## config.mk

```make
export PLATFORM = sky130hd
export DESIGN_NAME = morse_entry_fifo_ctrl
export DESIGN_NICKNAME = d
export VERILOG_FILES = /design/src/rtl/morse_entry_fifo_ctrl.sv
export SDC_FILE = /design/constraint.sdc
export NUM_CORES = 1
export LEC_CHECK = 0
export CELL_PAD_IN_SITES_DETAIL_PLACEMENT = 1
export CELL_PAD_IN_SITES_GLOBAL_PLACEMENT = 2
export CORE_ASPECT_RATIO = 1.1
export CORE_MARGIN = 4
export CORE_UTILIZATION = 39
export DETAILED_ROUTE_END_ITERATION = 10
export PLACE_DENSITY_LB_ADDON = 0.1
export REMOVE_ABC_BUFFERS = 1
export SYNTH_ARGS = -nofsm -noshare
export SYNTH_HDL_FRONTEND = slang
export SYNTH_SLANG_ARGS = --single-unit
export TNS_END_PERCENT = 1
```

## constraint.sdc

```tcl
create_clock -name clk -period 3.61 [get_ports clk]
set_input_delay 0.361 -clock clk [delete_from_list [all_inputs] [get_ports clk]]
set_output_delay 0.361 -clock clk [all_outputs]
set_load 0.02 [all_outputs]
```

## src/rtl/morse_entry_fifo_ctrl.sv

```systemverilog
// Morse key-entry controller: builds a dot/dash symbol, decodes it on commit and queues the
// character code in a first-word-fall-through FIFO. Define AUTO_COMMIT_EN for idle auto-commit.
module morse_entry_fifo_ctrl #(
  parameter int MAX_LEN     = 5,
  parameter int DEPTH       = 8,
  parameter int WARN_CYCLES = 100000000,
  parameter int IDLE_CYCLES = 50000000
) (
  input  logic                         clk,
  input  logic                         rst,
  input  logic                         en,
  input  logic                         dot_p,
  input  logic                         dash_p,
  input  logic                         enter_p,
  input  logic                         bksp_p,
  output logic [MAX_LEN-1:0]           sym_bits,
  output logic [$clog2(MAX_LEN+1)-1:0] sym_len,
  output logic                         char_valid,
  output logic [5:0]                   char_code,
  input  logic                         char_ready,
  output logic [$clog2(DEPTH+1)-1:0]   char_count,
  output logic [1:0]                   warn
);

  localparam int LEN_W = $clog2(MAX_LEN + 1);
  localparam int CNT_W = $clog2(DEPTH + 1);
  localparam int PTR_W = $clog2(DEPTH);
  localparam int TMR_W = $clog2(WARN_CYCLES);
  localparam logic [LEN_W-1:0] LEN_MAX  = LEN_W'(MAX_LEN);
  localparam logic [CNT_W-1:0] CNT_FULL = CNT_W'(DEPTH);
  localparam logic [TMR_W-1:0] TMR_LOAD = TMR_W'(WARN_CYCLES - 1);

  typedef enum logic [1:0] {
    WARN_NONE    = 2'b00,
    WARN_LONG    = 2'b01,
    WARN_ILLEGAL = 2'b10,
    WARN_FULL    = 2'b11
  } warn_e;

  if (MAX_LEN < 5 || DEPTH < 2 || (DEPTH & (DEPTH - 1)) != 0 ||
      WARN_CYCLES < 2 || IDLE_CYCLES < 2) begin : g_param_check
    $error("morse_entry_fifo_ctrl: unsupported parameter set");
  end

  // Returns {legal, code}; bits above the stroke count are always zero.
  function automatic logic [6:0] morse_lookup(input logic [LEN_W-1:0] len,
                                              input logic [4:0] bits);
    logic [6:0] r;
    r = 7'd0;
    if (len <= LEN_W'(5)) begin
      case ({len[2:0], bits})
        8'b001_00000: r = {1'b1, 6'd4};  8'b001_00001: r = {1'b1, 6'd19};
        8'b010_00001: r = {1'b1, 6'd0};  8'b010_00000: r = {1'b1, 6'd8};
        8'b010_00011: r = {1'b1, 6'd12}; 8'b010_00010: r = {1'b1, 6'd13};
        8'b011_00100: r = {1'b1, 6'd3};  8'b011_00110: r = {1'b1, 6'd6};
        8'b011_00101: r = {1'b1, 6'd10}; 8'b011_00111: r = {1'b1, 6'd14};
        8'b011_00010: r = {1'b1, 6'd17}; 8'b011_00000: r = {1'b1, 6'd18};
        8'b011_00001: r = {1'b1, 6'd20}; 8'b011_00011: r = {1'b1, 6'd22};
        8'b100_01000: r = {1'b1, 6'd1};  8'b100_01010: r = {1'b1, 6'd2};
        8'b100_00010: r = {1'b1, 6'd5};  8'b100_00000: r = {1'b1, 6'd7};
        8'b100_00111: r = {1'b1, 6'd9};  8'b100_00100: r = {1'b1, 6'd11};
        8'b100_00110: r = {1'b1, 6'd15}; 8'b100_01101: r = {1'b1, 6'd16};
        8'b100_00001: r = {1'b1, 6'd21}; 8'b100_01001: r = {1'b1, 6'd23};
        8'b100_01011: r = {1'b1, 6'd24}; 8'b100_01100: r = {1'b1, 6'd25};
        8'b101_01111: r = {1'b1, 6'd26}; 8'b101_00111: r = {1'b1, 6'd27};
        8'b101_00011: r = {1'b1, 6'd28}; 8'b101_00001: r = {1'b1, 6'd29};
        8'b101_00000: r = {1'b1, 6'd30}; 8'b101_10000: r = {1'b1, 6'd31};
        8'b101_11000: r = {1'b1, 6'd32}; 8'b101_11100: r = {1'b1, 6'd33};
        8'b101_11110: r = {1'b1, 6'd34}; 8'b101_11111: r = {1'b1, 6'd35};
        default:      r = 7'd0;
      endcase
    end
    return r;
  endfunction

  logic             auto_fire;
  logic             commit, do_bksp, do_stroke, sym_nonzero;
  logic             push, push_ok, pop;
  logic [6:0]       lookup;
  warn_e            new_warn, warn_q;
  logic [TMR_W-1:0] warn_tmr;
  logic [PTR_W-1:0] wr_ptr, rd_ptr;
  logic [5:0]       mem [DEPTH];

  // NOTE: every output of this block gets a default first so no latch is inferred.
  always_comb begin
    sym_nonzero = (sym_len != '0);
    commit      = en && (enter_p || auto_fire);
    do_bksp     = en && !commit && bksp_p;
    do_stroke   = en && !commit && !bksp_p && (dot_p || dash_p);
    lookup      = morse_lookup(sym_len, sym_bits[4:0]);
    pop         = char_valid && char_ready;
    push        = commit && sym_nonzero && lookup[6];
    push_ok     = push && ((char_count != CNT_FULL) || pop);
    new_warn    = WARN_NONE;
    if (do_stroke && sym_len == LEN_MAX)        new_warn = WARN_LONG;
    else if (commit && sym_nonzero && !lookup[6]) new_warn = WARN_ILLEGAL;
    else if (push && !push_ok)                  new_warn = WARN_FULL;
  end

  // NOTE: state registers use non-blocking assignments so every process sees pre-edge values.
  always_ff @(posedge clk) begin
    if (rst) begin
      sym_bits <= '0;
      sym_len  <= '0;
    end else if (!en || (commit && sym_nonzero)) begin
      sym_bits <= '0;
      sym_len  <= '0;
    end else if (do_bksp && sym_nonzero) begin
      sym_bits <= sym_bits >> 1;
      sym_len  <= sym_len - 1'b1;
    end else if (do_stroke && sym_len != LEN_MAX) begin
      sym_bits <= {sym_bits[MAX_LEN-2:0], dash_p};
      sym_len  <= sym_len + 1'b1;
    end
  end

  always_ff @(posedge clk) begin
    if (rst) begin
      wr_ptr     <= '0;
      rd_ptr     <= '0;
      char_count <= '0;
    end else begin
      if (push_ok) wr_ptr <= wr_ptr + 1'b1;
      if (pop)     rd_ptr <= rd_ptr + 1'b1;
      case ({push_ok, pop})
        2'b10:   char_count <= char_count + 1'b1;
        2'b01:   char_count <= char_count - 1'b1;
        default: ;
      endcase
    end
  end

  // NOTE: storage is not reset; the pointers and count alone define which entries are live.
  always_ff @(posedge clk) begin
    if (push_ok) mem[wr_ptr] <= lookup[5:0];
  end

  assign char_valid = (char_count != '0);
  assign char_code  = char_valid ? mem[rd_ptr] : 6'd0;

  always_ff @(posedge clk) begin
    if (rst) begin
      warn_q   <= WARN_NONE;
      warn_tmr <= '0;
    end else if (new_warn != WARN_NONE) begin
      warn_q   <= new_warn;
      warn_tmr <= TMR_LOAD;
    end else if (warn_q != WARN_NONE) begin
      if (warn_tmr == '0) warn_q   <= WARN_NONE;
      else                warn_tmr <= warn_tmr - 1'b1;
    end
  end

  assign warn = warn_q;

`ifdef AUTO_COMMIT_EN
  localparam int IDL_W = $clog2(IDLE_CYCLES);
  logic [IDL_W-1:0] idle_cnt;

  always_ff @(posedge clk) begin
    if (rst || !en || commit || do_bksp || do_stroke || !sym_nonzero) idle_cnt <= '0;
    else                                                               idle_cnt <= idle_cnt + 1'b1;
  end

  assign auto_fire = sym_nonzero && (idle_cnt == IDL_W'(IDLE_CYCLES - 1));
`else
  assign auto_fire = 1'b0;
`endif

endmodule

```

==> impl_metrics.yaml, run 1 <==
detailed_routing:
  vias_per_cell: 5.54
  dr.pass1.iters: 4
  drc_errors: 0
  via_count: 3707
  routed_wl_mm: 12.0
  routedWlPerCell_um: 17.9
  drtIter0Drc: 180
  ant_nets: 0
synthesis:
  ys_types: 57
  synth_edf_count: 48
  yosysTopAreaCell: "edfxtp_1"
  yosys_warnings: 0
  muxShareOfSynthArea: 0.0816
  ys_seq_area_frac: 0.496
  synth_common_cells: "dfxtp_1, nor2_1, edfxtp_1"
  synth_compound_area_frac: 0.112
  synth_area_leaders: "edfxtp_1, dfxtp_1, mux4_2"
  synth_top_family_by_area: "simple AND/OR/NAND/NOR gates"
  synth-adder-area-share: 0.0208
  ys.flop_type: "dfxtp_1"
  syn_area_per_cell_um2: 10.3
  synth.top_cell.area_share: 0.293
  syn_inst: 477
  ys_ff_latch: 98
  yosys.area_share.simple: 0.196
  async_reset_ff_frac: 0
  synthXorXnorAreaFrac: 0.0587
  syn_area_mm2: 0.00492
grt:
  globalRouteOverflowTotal: 0
  grt_pass1_wl_mm: 20.4
  grt.total_usage: 0.176
  grt_max_degree: 25
  grt_pass1_vias: 4004
  antenna_found_initial: 0
clocking:
  cts.path.max_buffers: 2
  cts-root-buf: "clkbuf_16"
  cts_setup_buffers: 0
  path_clk_slew_ns: 0.07
  cts_made_buffers: 9
  cts_htree_levels: 3
  cts_tree: "built"
  clk_latency_ns: 0.35
  clock-sinks: 98
placement:
  dp_hpwl_mm: 8.67
  place_ws_ns: 0.114
  numPortBuffers: 28
  place.gp.congestion: 0.854
pwr:
  p_leak_nw: 1.99
  peakVddDrop_v: 0.000463
  power_density_mw_per_mm2: 470
critical_path:
  endpoint: "char_count[3]"
  r2r-end: "char_count[3]"
  startpoint_type: "flop"
  critPathArrivalTime_ns: 3.68
  worst_ep_required_time_ns: 3.84
  cp-end-kind: "flop"
  cp_max_fo: 16
  rrSetupSlack_ns: 0.16
  cp-startpoint: "sym_len[2]"
  critical_path_class: "reg -> reg"
  rr_startpoint: "sym_len[2]"
  ff2ff_path_depth: 12
worst_hold_path:
  min_path_type: "reg -> reg"
timing:
  slew_viol_final: 0
  fin_crit_sh: 0.956
  grt_setup_unrepaired: "false"
  max_freq_mhz: 290
  worstMarginPinSlew_ns: 1.10
  clock_skew_ns: 0.00948
  setup_ws_ns: 0.159
  period_needed_ns: 3.45
  setup_viol: 0
  max_slew_margin: 0.268
  hold_viol: 0
final_layout:
  final_util: 0.473
  final_net_count: 525
  drive_gt1_frac: 0.132
  area_growth_syn_to_layout_pct: 17.2
  fillers: 1365
  antenna_cells: 0
die:
  design.die.area_mm2: 0.0145
  die_width_um: 115
  row_count: 42
  io_pins: 29
  start_util: 0.404
  dieHeight_um: 126
  coreArea_mm2: 0.0122
run:
  cap_viol_max_count: 0
outcome:
  status: "completed"
## cell usage in the layout, fill, tap and decap left out, drive strengths merged, types with 3 or more instances in the layout
master	Yosys	routed
edfxtp	48	48
nor3	25	25
mux4	12	12
o21ai	12	12
a22oi	6	6
buf	13	24
dfxtp	50	50
or4	5	5
a21o	3	3
clkbuf	17	9
nor4	16	16
nand2	35	35
o31ai	4	4
mux2	3	3
xor2	12	12
a32oi	3	3
nor4bb	3	3
o2111ai	3	3
xnor2	21	21
nor2b	7	7
inv	11	14
nand3	14	14
o211ai	5	5
ha	5	5
clkdlybuf4s50	0	28
nor3b	4	4
nor2	50	50
nand4	3	3
or3	8	8
clkinvlp	0	3
and3	4	4
mux2i	9	9
a21oi	42	42
## through the flow
| step | instances | hold WS [ns] | instance area (µm²) | setup TNS (ns) | power [mW] |
|---|---|---|---|---|---|
| 2_1_floorplan | 447 | 0.430 | 4790 | -0.0259 | 1.60 |
| 3_3_place_gp | 653 | 0.477 | 5460 | 0 | 1.80 |
| 3_5_place_dp | 653 | 0.477 | 5460 | 0 | 1.82 |
| 4_1_cts | 669 | 0.487 | 5750 | 0 | 2.75 |
| 5_1_grt | 669 | 0.513 | 5770 | 0 | 2.86 |
| 6_report | 669 | 0.486 | 5770 | 0 | 2.71 |
## critical path: stages (launching register included)
cell      delay [ns]
dfxtp_1         0.45
nor4b_2         0.22
buf_4           0.21
o31ai_2         0.08
o311ai_2        0.19
or4_4           0.59
a21o_1          0.26
inv_1           0.12
ha_1            0.24
a21o_1          0.18
a21oi_1         0.19
mux2_4          0.32
mux2_4          0.29
## sequential cells by signal, summed over array words and instances (netlist names), named ones only
register    count
mem            48
warn_tmr       27
sym_bits        5
char_count      4
rd_ptr          3
sym_len         3
wr_ptr          3
warn            2
## logic make-up after synthesis
group	after synthesis
buffers and inverters	41
adders and majority gates	7
and+or+nand+nor	186
DFF	98
muxes	24
xor gates and xnor gates	33
AOI/OAI and AO/OA	88
## report_power, final
group | internal, mW | switching, mW | total [mW]
Combinational | 0.264 | 0.290 | 0.554
Clock | 0.481 | 0.445 | 0.926
Sequential | 1.19 | 0.0412 | 1.23
Total | 1.93 | 0.776 | 2.71
## routing by layer
layer	vias up	track usage	wire length (µm)
met3	9	0.0369	311
met4	0	0.0414	152
li1	1833	-	-
met1	1825	0.239	5730
met2	40	0.287	5790
met5	-	0	0
## how the worst min path moves through the flow
| stage | startpoint | to | slack, ns | cells past startpoint |
|---|---|---|---|---|
| floorplan | rst | warn_tmr[0] | 0.43 | 1 |
| global placement | rd_ptr[1] | rd_ptr[1] | 0.48 | 2 |
| detailed placement | rd_ptr[1] | rd_ptr[1] | 0.48 | 2 |
| CTS | rd_ptr[1] | flop | 0.49 | 2 |
| global route | rd_ptr[1] | rd_ptr[1] | 0.51 | 2 |
| finish | rd_ptr[1] | flop | 0.49 | 2 |
## area by class of cell
class,instances,area (µm²),share of cell area
clock buffer,9,225,0.0391
tap,154,193,0.0334
multi-input combinational,338,2320,0.403
clock inverter,7,62.6,0.0108
timing repair buffer,52,473,0.0820
inverter,11,41.3,0.00716
sequential,98,2450,0.424
## repair_timing
item,in CTS,in global routing
endpoints found under the setup margin,0,19
endpoints found under the hold margin,0,0
gates resized for setup,0,7
hold buffers,0,0
Power figures use the tool's default switching activity.
==> inputs of run 2 (changes only) <==
--- a/config.mk
+++ b/config.mk
@@ -9,7 +9,8 @@
 export CELL_PAD_IN_SITES_GLOBAL_PLACEMENT = 2
 export CORE_ASPECT_RATIO = 1.1
 export CORE_MARGIN = 4
-export CORE_UTILIZATION = 39
+export CORE_UTILIZATION = 41
+export CTS_BUF_LIST = sky130_fd_sc_hd__clkbuf_8
 export DETAILED_ROUTE_END_ITERATION = 10
 export PLACE_DENSITY_LB_ADDON = 0.1
 export REMOVE_ABC_BUFFERS = 1
==> run 2 against run 1 <==
Power shrank 8.1%; clock-buffer cell count is the same; clock skew shrank 0.0019 ns; worst setup slack gained 0.057 ns; core utilization grew 1.8 points; combinational power shrank 1%; via count grew 1.0%; sequential share of layout area grew 0.51 points; largest cell class unchanged; global-route usage grew 0.79 points; clock power shrank 23%; worst hold slack gained 0.0048 ns.
==> impl_metrics.yaml, run 2 (synthesis results as in run 1) <==
clocking:
  cts-root-buf: "clkbuf_8"
  clk_latency_ns: 0.38
  holdBufCountCts: 0
  cts_htree_levels: 3
  cts_setup_buffers: 0
  cts_made_buffers: 9
  cts_tree: "built"
  cts.path.max_buffers: 2
  path_clk_slew_ns: 0.09
  clock-sinks: 98
critical_path:
  cp-end-kind: "flop"
  startpoint_type: "flop"
  cp-startpoint: "sym_bits[2]"
  rrSetupSlack_ns: 0.22
  cp_max_fo: 14
  critical_path_class: "reg -> reg"
  rr_startpoint: "sym_bits[2]"
  critPathArrivalTime_ns: 3.66
  worst_ep_required_time_ns: 3.88
grt:
  globalRouteOverflowTotal: 0
  grt_max_degree: 23
  grt_pass1_vias: 3983
  grt.total_usage: 0.184
  grt_pass1_wl_mm: 20.3
  antenna_found_initial: 0
placement:
  numPortBuffers: 28
  dp_hpwl_mm: 8.76
  place.gp.congestion: 0.835
  dp.cells: 656
pwr:
  p_leak_nw: 1.97
  peakVddDrop_v: 0.000320
  power_density_mw_per_mm2: 437
detailed_routing:
  ant_nets: 0
  routedWlPerCell_um: 17.9
  drtIter0Drc: 177
  routed_wl_mm: 12.1
  via_count: 3745
  vias_per_cell: 5.57
  dr.pass1.iters: 4
  drc_errors: 0
final_layout:
  seqCellArea_mm2: 0.00245
  fillers: 1301
  final_common_cell: "nor2_1"
  top_register: "mem"
  area_growth_syn_to_layout_pct: 15.8
  layout_common_cells: "nor2_1, edfxtp_1, dfxtp_1"
  drive_gt1_frac: 0.136
  largest_reg_flops: 48
  antenna_cells: 0
  final_net_count: 532
  multi_input_area_mm2: 0.00232
  layoutNonFillerInstCount: 672
  reg_top3: "mem (48), warn_tmr (27), sym_bits (5)"
timing:
  grt_setup_unrepaired: "false"
  hold_slack_ns: 0.490
  slew_viol_final: 0
  worstMarginPinSlew_ns: 1.21
  period_needed_ns: 3.39
  setup_viol: 0
  max_slew_margin: 0.194
  fin_crit_sh: 0.940
  hold_viol: 0
  max_freq_mhz: 295
  clock_skew_ns: 0.00755
run:
  cap_viol_max_count: 0
die:
  die_width_um: 112
  io_pins: 29
  design.die.area_mm2: 0.0138
  coreArea_mm2: 0.0116
  start_util: 0.425
  dieHeight_um: 123
  row_count: 41
worst_hold_path:
  min_path_type: "reg -> reg"
  hp-start: "warn_tmr[26]"
outcome:
  status: "completed"
[run 2: cell types whose count changed in the layout (fill, tap and decap cells not counted), moves of 2 or more]
cell       change
clkbuf_16      -9
clkbuf_8       +9
buf_4          +8
clkinv_1       +2
inv_8          -2
[run 2: final cells by class]
type,instances,area share
timing repair buffer,59,0.0900
clock buffer,9,0.0217
inverter,11,0.00725
sequential,98,0.430
tap,150,0.0329
clock inverter,7,0.0121
multi-input combinational,338,0.406
[run 2: metrics by stage]
stage                     setup slack [ns]  setup TNS, ns  total power [mW]  utilization  instance area (µm²)
final                                0.215              0              2.49        0.491                 5700
after global routing                0.0554              0              2.63        0.491                 5700
after CTS                           0.0298              0              2.53        0.491                 5690
after detailed placement            0.0564              0              1.82        0.474                 5490
after global placement               0.177              0              1.80        0.474                 5490
after floorplan                    -0.0259        -0.0259              1.60            -                 4790
[run 2: power by group]
part / leakage (nW) / internal (mW) / switching (mW)
clock network: 0.0869 / 0.318 / 0.394
registers: 0.892 / 1.19 / 0.0411
logic: 0.996 / 0.265 / 0.283
[run 2: worst max-delay path, cell delays in order (launching register included)]
cell and delay, ns:
dfxtp_1 0.36, buf_4 0.20, nor4bb_1 0.15, o31ai_2 0.19, o311ai_1 0.21, or4_4 0.59
a21o_1 0.26, inv_1 0.12, ha_1 0.24, a21o_1 0.18, a21oi_1 0.17, mux2_4 0.32
mux2_4 0.29
[run 2: per-layer routing]
metal | GRT usage | share of wire
met4 | 0.0594 | 0.015
met1 | 0.238 | 0.46
met2 | 0.311 | 0.50
met5 | 0 | 0
met3 | 0.0372 | 0.025
[run 2: worst paths after layout]
path | to | depth (start not counted)
min | warn_tmr[26] | 2
min reg2reg | warn_tmr[26] | 2
max reg2reg | char_count[3] | 12
max | char_count[3] | 12
[run 2: what timing repair did]
item                                    CTS  global route
endpoints found under the hold margin     0             0
gates resized for setup                   0             5
endpoints found under the setup margin    0             1
==> RTL change: new RTL, config.mk and constraints of run 2 <==
Build with the macro `AUTO_COMMIT_EN` defined.
--- a/src/rtl/morse_entry_fifo_ctrl.sv
+++ b/src/rtl/morse_entry_fifo_ctrl.sv
@@ -1,4 +1,6 @@
 // Morse key-entry controller: builds a dot/dash symbol, decodes it on commit and queues the
 // character code in a first-word-fall-through FIFO. Define AUTO_COMMIT_EN for idle auto-commit.
+`define AUTO_COMMIT_EN
+
 module morse_entry_fifo_ctrl #(
   parameter int MAX_LEN     = 5,
Check against the original RTL: no difference found for any inputs over 4 cycles, from zero or initial values and one cycle with rst high; that may be too few to reach the edited logic, so the function may still have changed.
==> RTL change against run 2 <==
- routed wire length is 21% higher
- setup slack worse by 0.0024 ns
- critical path type unchanged
- power grew 41%
- largest power group unchanged
- sequential cell count grew 26
- area after synthesis grew 24%
- first-iteration DRC count grew 1.1%
- cell area up 26%
- die area up 22%
==> RTL change: results (changes against run 2) <==
The min-delay analysis places its worst path in the category reg -> reg. The all-layer global routing usage is 18.4% (about the same). The number of antenna violations at the first check in global routing came out at 0 (unchanged). The static power due to leakage came to 2.51 nW (+27%). The clock-pin slew on the worst setup and hold paths is 0.08 ns. The largest clock skew in the final design is 0.0137 ns (+0.00611 ns). The met3 global-route usage is 4.44% (+0.72 points). The number of search-and-repair iterations in the first detailed-routing pass came to 4 (unchanged).

The final net count is 652 (+23%). The clock latency on the worst-skew pair is 0.46 ns (+0.08 ns). The peak ir drop on the vdd network came out at 0.000195 V (-39%).

The net switching power of the design is 0.943 mW (+31%). The sequential share of the synthesized area was 48.6% (-1.0 points). The number of enable-type register cells in the synthesized netlist is 48 (unchanged). The run finished with clean final reports. The commonest cells after synthesis are 79 x nor2_1, 76 x dfxtp_1, 48 x edfxtp_1. The global-route met1 utilization came out at 23.7% (-0.14 points). The placed wire-length estimate is 10300 um (+18%).

The number of distinct library cells after synthesis is 71 (+25%). The buffers inserted during post-CTS setup optimization was 0 (unchanged). The largest registers in the layout are mem (48), warn_tmr (27), idle_cnt (26).

The total negative slack is 0 ns (unchanged). Ranked by total cell area, the synthesized netlist is headed by dfxtp_1 25%, edfxtp_1 24%, nor2_1 4.9%. For this run, the leading register cell type out of synthesis is dfxtp_1. The maximum net fanout on the critical path came out at 10 (-4).

The sum of routed wire length over all layers came out at 14600 um (+21%). The data arrival time of the critical path came out at 3.74 ns (+0.08 ns). The number of buffers inserted during clock tree synthesis came to 17 (+8).

The post-synthesis async set-or-reset flop share came out at 0% (unchanged). The final weighted congestion of routability-driven global placement is 0.842 (+0.83%). The via count of the first global-routing pass is 4797 (+20%).

The DRC marker count from the first detailed-route iteration is 179 (+1.1%). The count of H-tree levels built during CTS is 4 (+1). The via count came out at 4600 (+23%). The maximum number of pins on one net before global-route repair was 27 (+17%). The global-route wire length before repair is 24800 um (+22%). The number of buffers added on ports is 28 (unchanged). The met2 track utilization from global routing came out at 30.0% (-1.2 points). The fraction of layout cells with a size suffix above 1 came to 16.3% (+2.7 points). The instance area after placement was 6670 um2 (+21%).

The slew at the pin closest to its max-slew limit is 1.01 ns (-0.200 ns). The clock root buffer is clkbuf_8.
-- RTL change: final cells by class --
type	instances	area [um2]
Fill cell	1634	7340
Sequential cell	124	2970
Multi-Input combinational cell	425	2950
Timing Repair Buffer	54	475
Clock buffer	18	248
Tap cell	192	240
Clock inverter	14	229
Inverter	14	52.6
-- RTL change: critical path, stage by stage (launching register included) --
cell and delay [ns]:
dfxtp_2 0.39, or4b_1 0.68, o32ai_2 0.35, a221oi_2 0.15
nand4b_4 0.14, a21oi_4 0.12, ha_1 0.29, a21o_1 0.17
a21oi_1 0.28, nor3b_1 0.09, mux2_4 0.27, a311o_1 0.32
-- RTL change: cell families (layout without fill, tap and decap cells) --
logic type / Yosys count / in the layout / synth area share, %
adders and majority gates: 8 / 8 / 1.89
and+or+nand+nor: 249 / 249 / 21.7
buffers and inverters: 42 / 100 / 3.28
xor gates and xnor gates: 49 / 49 / 7.04
AOI/OAI and AO/OA: 93 / 93 / 10.7
DFF: 124 / 124 / 48.6
muxes: 26 / 26 / 6.81
-- RTL change: final timing paths --
path	depth (start not counted)	slack [ns]	endpoint	start
hold reg to reg	1	0.46	idle_cnt[0]	idle_cnt[0]
setup / recovery	11	0.21	char_count[3]	sym_len[0]
setup reg to reg	11	0.21	char_count[3]	sym_len[0]
hold / removal	1	0.46	idle_cnt[0]	idle_cnt[0]
-- RTL change: power groups by stage --
stage               clock network [mW]  logic [mW]  registers [mW]
global placement                     0       0.498            1.55
floorplan                            0       0.284            1.57
global route                      1.58       0.562            1.52
finish                            1.47       0.515            1.52
CTS                               1.51       0.514            1.52
detailed placement                   0       0.513            1.55
-- RTL change: per-layer routing --
metal / vias up / routed length [um]
li1: 2241 / -
met1: 2253 / 6810
met2: 82 / 7030
met3: 24 / 517
met4: 0 / 279
met5: - / 0
-- RTL change: stage by stage --
stage	worst slack (ns)	cells	power [mW]
5_1_grt	-0.00313	841	3.66
3_5_place_dp	0.00284	809	2.06
2_1_floorplan	0.192	563	1.85
4_1_cts	0.0619	841	3.54
6_report	0.213	841	3.50
3_3_place_gp	0.170	809	2.04
-- RTL change: timing repair --
item                                    CTS  global route
gates resized for setup                   1             4
endpoints found under the hold margin     0             0
endpoints found under the setup margin    1             1
pin swaps                                 0             0
